### src/rtl/gpu_host_loader.sv
// =============================================================================
// Module      : gpu_host_loader
// Description : Host-side job sequencer for the GPU controller. Streams a
//               payload into GPU global memory, launches the kernel and
//               waits for the core to halt, with timeouts on each wait.
// Revision    : 1.0 - initial release
// =============================================================================
`default_nettype none

module gpu_host_loader #(
    parameter int data_width  = 32,
    parameter int ACK_TIMEOUT = 1023,
    parameter int RUN_TIMEOUT = 65535
) (
    input  logic                  clk,
    input  logic                  rst,
    input  logic                  start,
    input  logic [data_width-1:0] load_addr,
    input  logic [15:0]           load_count,
    input  logic [data_width-1:0] launch_pc,
    input  logic                  s_valid,
    input  logic [data_width-1:0] s_data,
    output logic                  s_ready,
    output logic [31:0]           cpu_recv_instr,
    output logic [data_width-1:0] cpu_in_data,
    input  logic [data_width-1:0] cpu_out_data,
    input  logic                  cpu_out_ack,
    input  logic                  gpu_halt,
    output logic                  busy,
    output logic                  done,
    output logic [1:0]            error,
    output logic [data_width-1:0] result
);

    localparam logic [2:0] c_st_idle        = 3'd0;
    localparam logic [2:0] c_st_copy_cmd    = 3'd1;
    localparam logic [2:0] c_st_copy_arg    = 3'd2;
    localparam logic [2:0] c_st_copy_data   = 3'd3;
    localparam logic [2:0] c_st_copy_wait   = 3'd4;
    localparam logic [2:0] c_st_launch      = 3'd5;
    localparam logic [2:0] c_st_launch_wait = 3'd6;
    localparam logic [2:0] c_st_run_wait    = 3'd7;

    localparam logic [31:0] c_op_nop    = 32'd0;
    localparam logic [31:0] c_op_copy   = 32'd1;
    localparam logic [31:0] c_op_arg    = 32'd2;
    localparam logic [31:0] c_op_launch = 32'd3;
    localparam logic [31:0] c_op_word   = 32'd4;

    localparam logic [31:0] c_ack_limit = 32'(ACK_TIMEOUT);
    localparam logic [31:0] c_run_limit = 32'(RUN_TIMEOUT);

    logic [2:0]            r_state;
    logic [data_width-1:0] r_addr;
    logic [15:0]           r_count;
    logic [15:0]           r_remaining;
    logic [data_width-1:0] r_pc;
    logic [31:0]           r_timer;
    logic                  r_done;
    logic [1:0]            r_error;
    logic [data_width-1:0] r_result;

    logic [31:0]           w_instr;
    logic [data_width-1:0] w_data;
    logic                  w_xfer;

    assign w_xfer = (r_state == c_st_copy_data) && s_valid;

    // Command bus is a pure decode of the state so WORD can pass s_data through
    // in the handshake cycle; every other cycle reads as NOP with zero data.
    always_comb begin
        w_instr = c_op_nop;
        w_data  = '0;
        case (r_state)
            c_st_copy_cmd: begin
                w_instr = c_op_copy;
                w_data  = r_addr;
            end
            c_st_copy_arg: begin
                w_instr = c_op_arg;
                w_data  = data_width'(r_count);
            end
            c_st_copy_data: begin
                if (s_valid) begin
                    w_instr = c_op_word;
                    w_data  = s_data;
                end
            end
            c_st_launch: begin
                w_instr = c_op_launch;
                w_data  = r_pc;
            end
            default: begin
                w_instr = c_op_nop;
                w_data  = '0;
            end
        endcase
    end

    always_ff @(posedge clk or negedge rst) begin
        if (!rst) begin
            r_state     <= c_st_idle;
            r_addr      <= '0;
            r_count     <= '0;
            r_remaining <= '0;
            r_pc        <= '0;
            r_timer     <= '0;
            r_done      <= 1'b0;
            r_error     <= 2'd0;
            r_result    <= '0;
        end else begin
            r_done <= 1'b0;
            case (r_state)
                c_st_idle: begin
                    if (start) begin
                        r_addr      <= load_addr;
                        r_count     <= load_count;
                        r_remaining <= load_count;
                        r_pc        <= launch_pc;
                        r_error     <= 2'd0;
                        r_state     <= (load_count != 16'd0) ? c_st_copy_cmd : c_st_launch;
                    end
                end
                c_st_copy_cmd: r_state <= c_st_copy_arg;
                c_st_copy_arg: r_state <= c_st_copy_data;
                c_st_copy_data: begin
                    if (w_xfer) begin
                        r_remaining <= r_remaining - 16'd1;
                        if (r_remaining == 16'd1) begin
                            r_timer <= '0;
                            r_state <= c_st_copy_wait;
                        end
                    end
                end
                c_st_copy_wait: begin
                    // An ack arriving on the limit cycle still counts as success.
                    if (cpu_out_ack) begin
                        r_state <= c_st_launch;
                    end else if (r_timer == c_ack_limit) begin
                        r_error <= 2'd1;
                        r_state <= c_st_idle;
                    end else begin
                        r_timer <= r_timer + 32'd1;
                    end
                end
                c_st_launch: begin
                    r_timer <= '0;
                    r_state <= c_st_launch_wait;
                end
                c_st_launch_wait: begin
                    if (cpu_out_ack) begin
                        r_result <= cpu_out_data;
                        r_timer  <= '0;
                        r_state  <= c_st_run_wait;
                    end else if (r_timer == c_ack_limit) begin
                        r_error <= 2'd1;
                        r_state <= c_st_idle;
                    end else begin
                        r_timer <= r_timer + 32'd1;
                    end
                end
                c_st_run_wait: begin
                    if (gpu_halt) begin
                        r_done  <= 1'b1;
                        r_state <= c_st_idle;
                    end else if (r_timer == c_run_limit) begin
                        r_error <= 2'd2;
                        r_state <= c_st_idle;
                    end else begin
                        r_timer <= r_timer + 32'd1;
                    end
                end
                default: r_state <= c_st_idle;
            endcase
        end
    end

    assign s_ready        = (r_state == c_st_copy_data);
    assign busy           = (r_state != c_st_idle);
    assign cpu_recv_instr = w_instr;
    assign cpu_in_data    = w_data;
    assign done           = r_done;
    assign error          = r_error;
    assign result         = r_result;

endmodule

`default_nettype wire
### config.mk
export PLATFORM = sky130hd
export DESIGN_NAME = gpu_host_loader
export DESIGN_NICKNAME = d
export VERILOG_FILES = /design/src/rtl/gpu_host_loader.sv
export SDC_FILE = /design/constraint.sdc
export NUM_CORES = 1
export LEC_CHECK = 0
export BUFFER_PORTS_ARGS = -buffer_cell sky130_fd_sc_hd__buf_2
export CORE_UTILIZATION = 25
export DETAILED_ROUTE_END_ITERATION = 10
export PLACE_DENSITY = 0.5
export SLEW_MARGIN = 20
export SYNTH_ARGS = -nofsm -noshare
export SYNTH_HDL_FRONTEND = slang
export SYNTH_SLANG_ARGS = --single-unit
### constraint.sdc
create_clock -name clk -period 5 [get_ports clk]
set_clock_uncertainty 0.15 [all_clocks]
set_input_delay 0.75 -clock clk [delete_from_list [all_inputs] [get_ports clk]]
set_output_delay 0.75 -clock clk [all_outputs]
set_load 0.01 [all_outputs]
* After elaboration in Yosys (flattened, before gate mapping)
Cells that the tools add are included.
** Cells by class
- Add/sub/neg operators :: 2
- Eq/ne operators :: 20
- Muxes and demuxes :: 33
- Reduce and logical (&&, ||, !) cells :: 14
** Operators by type and width (number)
- 32-bit two-way mux :: 8
- 32-bit one-hot mux with 5 select lines :: 1
- 32-bit one-hot mux with 4 select lines :: 1
- 32-bit by 1-bit adder with 32-bit output, second input constant :: 1
- 32-bit by 10-bit == test with 1-bit output, second input constant :: 1
- 32-bit by 16-bit == test with 1-bit output, second input constant :: 1
- 16-bit two-way mux :: 2
- 16-bit one-hot mux with 2 select lines :: 1
- 3-bit two-way mux :: 10
- 3-bit one-hot mux with 8 select lines :: 1
- 16-bit by 1-bit == test with 1-bit output, second input constant :: 1
- 16-bit nonzero test :: 1
- 16-bit by 1-bit subtractor with 16-bit output, second input constant :: 1
- 3-bit == test, second input constant :: 4
- 2-bit inequality test, second input constant :: 6
- 3-bit one-hot mux with 4 select lines :: 1
- 6-bit AND reduction :: 2
- 2-bit two-way mux :: 5
- 3-bit by 2-bit == test with 1-bit output, second input constant :: 2
- 2-bit by 1-bit inequality test with 1-bit output, second input constant :: 3
- 2-bit one-hot mux with 3 select lines :: 1
- 3-bit nonzero test :: 2
- 5-bit nonzero test :: 1
- 2-bit AND reduction :: 2
- other kinds (9) :: 10
** Word-level totals
- Bits in registers :: 166
- Input bits :: 150
- Output and inout bits :: 101
- Word-level logic and storage cells :: 78

* Logic depth before layout (Yosys ltp)
- Word-level depth :: 4
- Depth in mapped cells :: 10
- Mapped depth without buffers :: 8

* Least setup slack after synthesis
OpenSTA, ideal clock, no wires.
- Path kind :: input port to output port
- Start :: input s_valid
- End :: output cpu_in_data[17]
- Data arrival time :: 1.655 ns
- Required time :: 4.100 ns
- Slack :: 2.445 ns
- Stages :: 4
- Buffers on the path :: 1
- Cells stage by stage :: nor3b_2 -> clkbuf_1 -> nand2_1 -> o21ai_0
** On the way
- Cells in the longest elaborated chain, start to end :: 2
** Ends and longest elaborated chain
- start, declared :: line 21 : input logic s_valid,
- 32-bit two-way mux :: line 84 : if (s_valid) begin
- 32-bit one-hot mux with 4 select lines :: line 74 : case (r_state)
- end, declared :: line 25 : output logic [data_width-1:0] cpu_in_data,
No other way between the ends.

* Worst setup path after layout
- Start :: register r_state[0]
- End :: output cpu_in_data[15]
** On the way
- Cells in the longest elaborated chain, start to end :: 2
- Elaborated cells on any way between the ends :: 5
- Classes of those cells :: 4 x eq/ne; 1 x mux
** Ends and longest elaborated chain
- start, declared :: line 53 : logic [2:0] r_state;
- start signal, assigned :: line 102 : r_state <= c_st_idle;
- start signal, assigned :: line 121 : r_state <= (load_count != 16'd0) ? c_st_copy_cmd : c_st_launch;
- start signal, assigned :: line 124 : c_st_copy_cmd: r_state <= c_st_copy_arg;
- 3-bit == test, or another cell as far along :: line 74
- 32-bit one-hot mux with 4 select lines * :: line 74
Mark *: on every way between the ends. The rest lies on a longest branch, timed or not.

==> impl_metrics.py <==
metrics = {
    "synthesis": {
        "ys_types": 67,
        "async_flop_share_pct": 100,
        "ys_warn_count": 0,
        "ys.flop_type": "dfrtp_1",
        "yosys-top-cells-area": "dfrtp_1, mux2_2, o21ai_0, nand2_1, a21oi_1",
        "yosysTopAreaCell": "dfrtp_1",
        "syn-instance-count": 816,
        "ys_seq_elements": 166,
        "yosysTopAreaCellShare_pct": 48.6,
        "synth_edf_count": 0,
        "post_synth.cell_area_avg_um2": 10.5,
        "synth_area_um2": 8550,
        "ys_seq_area_share_pct": 48.6,
    },
    "place": {
        "place_inst": 1442,
        "numPortBuffers": 221,
        "dp_hpwl_um": 18800,
        "gp_congestion": 0.812,
    },
    "clock_network": {
        "cts_resized": 0,
        "clk_pin_slew_worst_paths_ns": 0.07,
        "cts_setup_buffers": 0,
        "htree_levels": 4,
        "cts-root-buf": "clkbuf_16",
        "cts.sinks": 166,
        "cts_buffers": 17,
        "worstSkewPairLatency_ns": 0.43,
        "cts_max_path_buffers": 2,
        "cts_tree": "done",
        "cts_hold_buf": 0,
    },
    "global_routing": {
        "track_usage_pct": 15.1,
        "globalRouteOverflowTotal": 0,
        "grt_pass1_vias": 7024,
        "grt_max_degree": 101,
        "antenna_found_initial": 3,
        "grt_pass1_wl_um": 41300,
    },
    "critical_path": {
        "endpoint_kind": "output port",
        "path_class": "reg -> out",
        "r2r_end": "r_timer[17]$_DFFE_PN0P_",
        "startpoint_type": "flop",
        "crit_arrival_ns": 2.95,
        "crit_start": "r_state[0]$_DFFE_PN0P_",
        "ff2ff_path_depth": 5,
        "reg2reg_slack_ns": 1.44,
        "cp.required_ns": 4.10,
        "r2r_start": "r_state[0]$_DFFE_PN0P_",
        "crit_fanout": 22,
    },
    "route": {
        "vias_per_cell": 4.79,
        "drt_iter0_markers": 404,
        "route.detailed.drc": 0,
        "wire_per_inst_um": 17.7,
        "detail-route-antenna-nets": 0,
        "vias": 7061,
        "dr.pass1.iters": 5,
        "routed_wl_um": 26100,
    },
    "floorplanning": {
        "core_area_um2": 33600,
        "start_util_pct": 25.4,
        "row_count": 67,
        "pin_count": 251,
        "die_y_um": 187,
        "die-area_um2": 35000,
        "die_width_um": 187,
    },
    "timing": {
        "relSlewSlack_pct": 30.0,
        "finalSetupTns_ns": 0,
        "rsz0062_at_grt": "no",
        "setup_viol": 0,
        "tightest_slew_ns": 1.05,
        "finalMaxSlewViolations": 0,
        "hold_viol": 0,
        "fmax_ghz": 0.260,
        "holdWs_ns": 0.314,
        "min_period_ns": 3.85,
        "finalCritPeriodShare_pct": 77.0,
    },
    "final_layout": {
        "area_growth_pct": 23.5,
        "drive_gt1_share_pct": 38.7,
        "finalNonFillerCells": 1475,
        "finalNetCount": 1166,
    },
    "worst_hold_path": {
        "hold_class": "in -> async",
    },
    "pwr": {
        "p_leak_nw": 4.63,
        "power_density_nw_per_um2": 589,
        "ir_worst_vdd_mv": 0.212,
    },
    "job": {
        "maxCapViolCount": 0,
    },
    "run_status": {
        "outcome": "completed",
    },
}
-- sequential cells by signal, indices dropped and copies added (netlist names) --
register and flops:
r_pc 32, r_state 3, r_count 16, r_addr 32, result 32, r_timer 32
error 2, r_remaining 16, done 1
-- worst max path at each step --
stage / cells after the start / slack, ns / end
3_5_place_dp: 5 / 1.45 / r_timer[26]$_DFFE_PN0P_
5_1_grt: 6 / 0.87 / cpu_in_data[15]
6_report: 6 / 1.15 / cpu_in_data[15]
2_1_floorplan: 4 / 2.44 / cpu_in_data[17]
4_1_cts: 6 / 1.11 / cpu_in_data[3]
3_3_place_gp: 5 / 1.49 / r_timer[17]$_DFFE_PN0P_
-- report_power, final --
part,switching [mW],internal [mW]
registers,0.389,1.90
clock network,0.588,0.740
logic,1.49,1.12
total,2.47,3.75
-- critical path, stage by stage, from the launching register on --
cell and delay (ns):
dfrtp_1 0.67, nand2_1 0.23, nor3b_4 0.89, buf_4 0.36
nand2_1 0.08, o21ai_0 0.10, buf_2 0.17
-- cell type report --
class | count | area [um^2]
inverters | 10 | 37.5
fillers | 3522 | 23100
clock buffers | 17 | 425
repair buffers | 229 | 1180
multi-input cells | 589 | 4040
clock inverters | 14 | 151
well taps | 448 | 561
diodes | 2 | 5.00
flip-flops and latches | 166 | 4160
-- per-layer routing --
metal | global-route usage, % | vias to the layer above | share of wire, %
met1 | 18.9 | 3452 | 43
met3 | 3.83 | 30 | 6.0
met4 | 4.60 | 2 | 1.8
li1 | - | 3354 | -
met2 | 25.4 | 223 | 49
met5 | 0 | - | 0.050
-- Yosys cell counts, types with 3 or more instances --
master,instances
a211oi_1,3
a21oi_1,53
a221oi_1,16
a22oi_1,5
a2bb2oi_1,3
a31oi_1,9
and2_1,5
and3_1,7
and4_1,4
buf_1,6
buf_2,14
buf_4,30
buf_6,3
clkbuf_1,26
dfrtp_1,166
ha_1,3
inv_1,7
mux2_2,111
mux2i_1,17
nand2_1,71
nand3_1,19
nand4_1,12
nor2_1,35
nor3_1,9
nor4_1,16
o21a_1,3
o21ai_0,67
o21ai_1,26
o22ai_1,3
o31ai_1,12
o41ai_1,5
or3_1,3
or3_4,3
-- stage by stage --
step	utilization (%)	power (mW)	setup slack, ns	area, um^2
4_1_cts	31.4	6.30	1.11	10600
6_report	31.4	6.22	1.15	10600
5_1_grt	31.4	6.65	0.874	10600
3_3_place_gp	29.7	4.92	1.49	9970
3_5_place_dp	29.7	4.94	1.45	9970
2_1_floorplan	-	4.02	2.44	8660
-- cells in the final DEF, fill, tap and decap left out, types with 12 or more instances in the layout --
cell | Yosys | final
nand3_1 | 19 | 19
nand2_1 | 71 | 71
buf_2 | 14 | 220
conb_1 | 1 | 29
nor2_1 | 35 | 34
a221oi_1 | 16 | 16
nand4_1 | 12 | 12
mux2_2 | 111 | 111
mux2i_1 | 17 | 17
nor4_1 | 16 | 16
o31ai_1 | 12 | 12
clkbuf_16 | 0 | 17
dfrtp_1 | 166 | 165
o21ai_0 | 67 | 67
o21ai_1 | 26 | 25
a21oi_1 | 53 | 53
-- cells by family (layout without fill, tap and decap cells) --
group / Yosys count / count (layout) / synth area share, %
AO/OA/AOI/OAI: 223 / 223 / 15.9
adder cells (fa/ha/maj): 3 / 3 / 0.439
buffers and inverters: 89 / 270 / 5.69
flip-flops: 166 / 166 / 48.6
multiplexers: 128 / 128 / 16.6
other: 1 / 31 / 0.0438
AND/OR/NAND/NOR: 206 / 206 / 12.7
(Power assumes the default switching activity.)
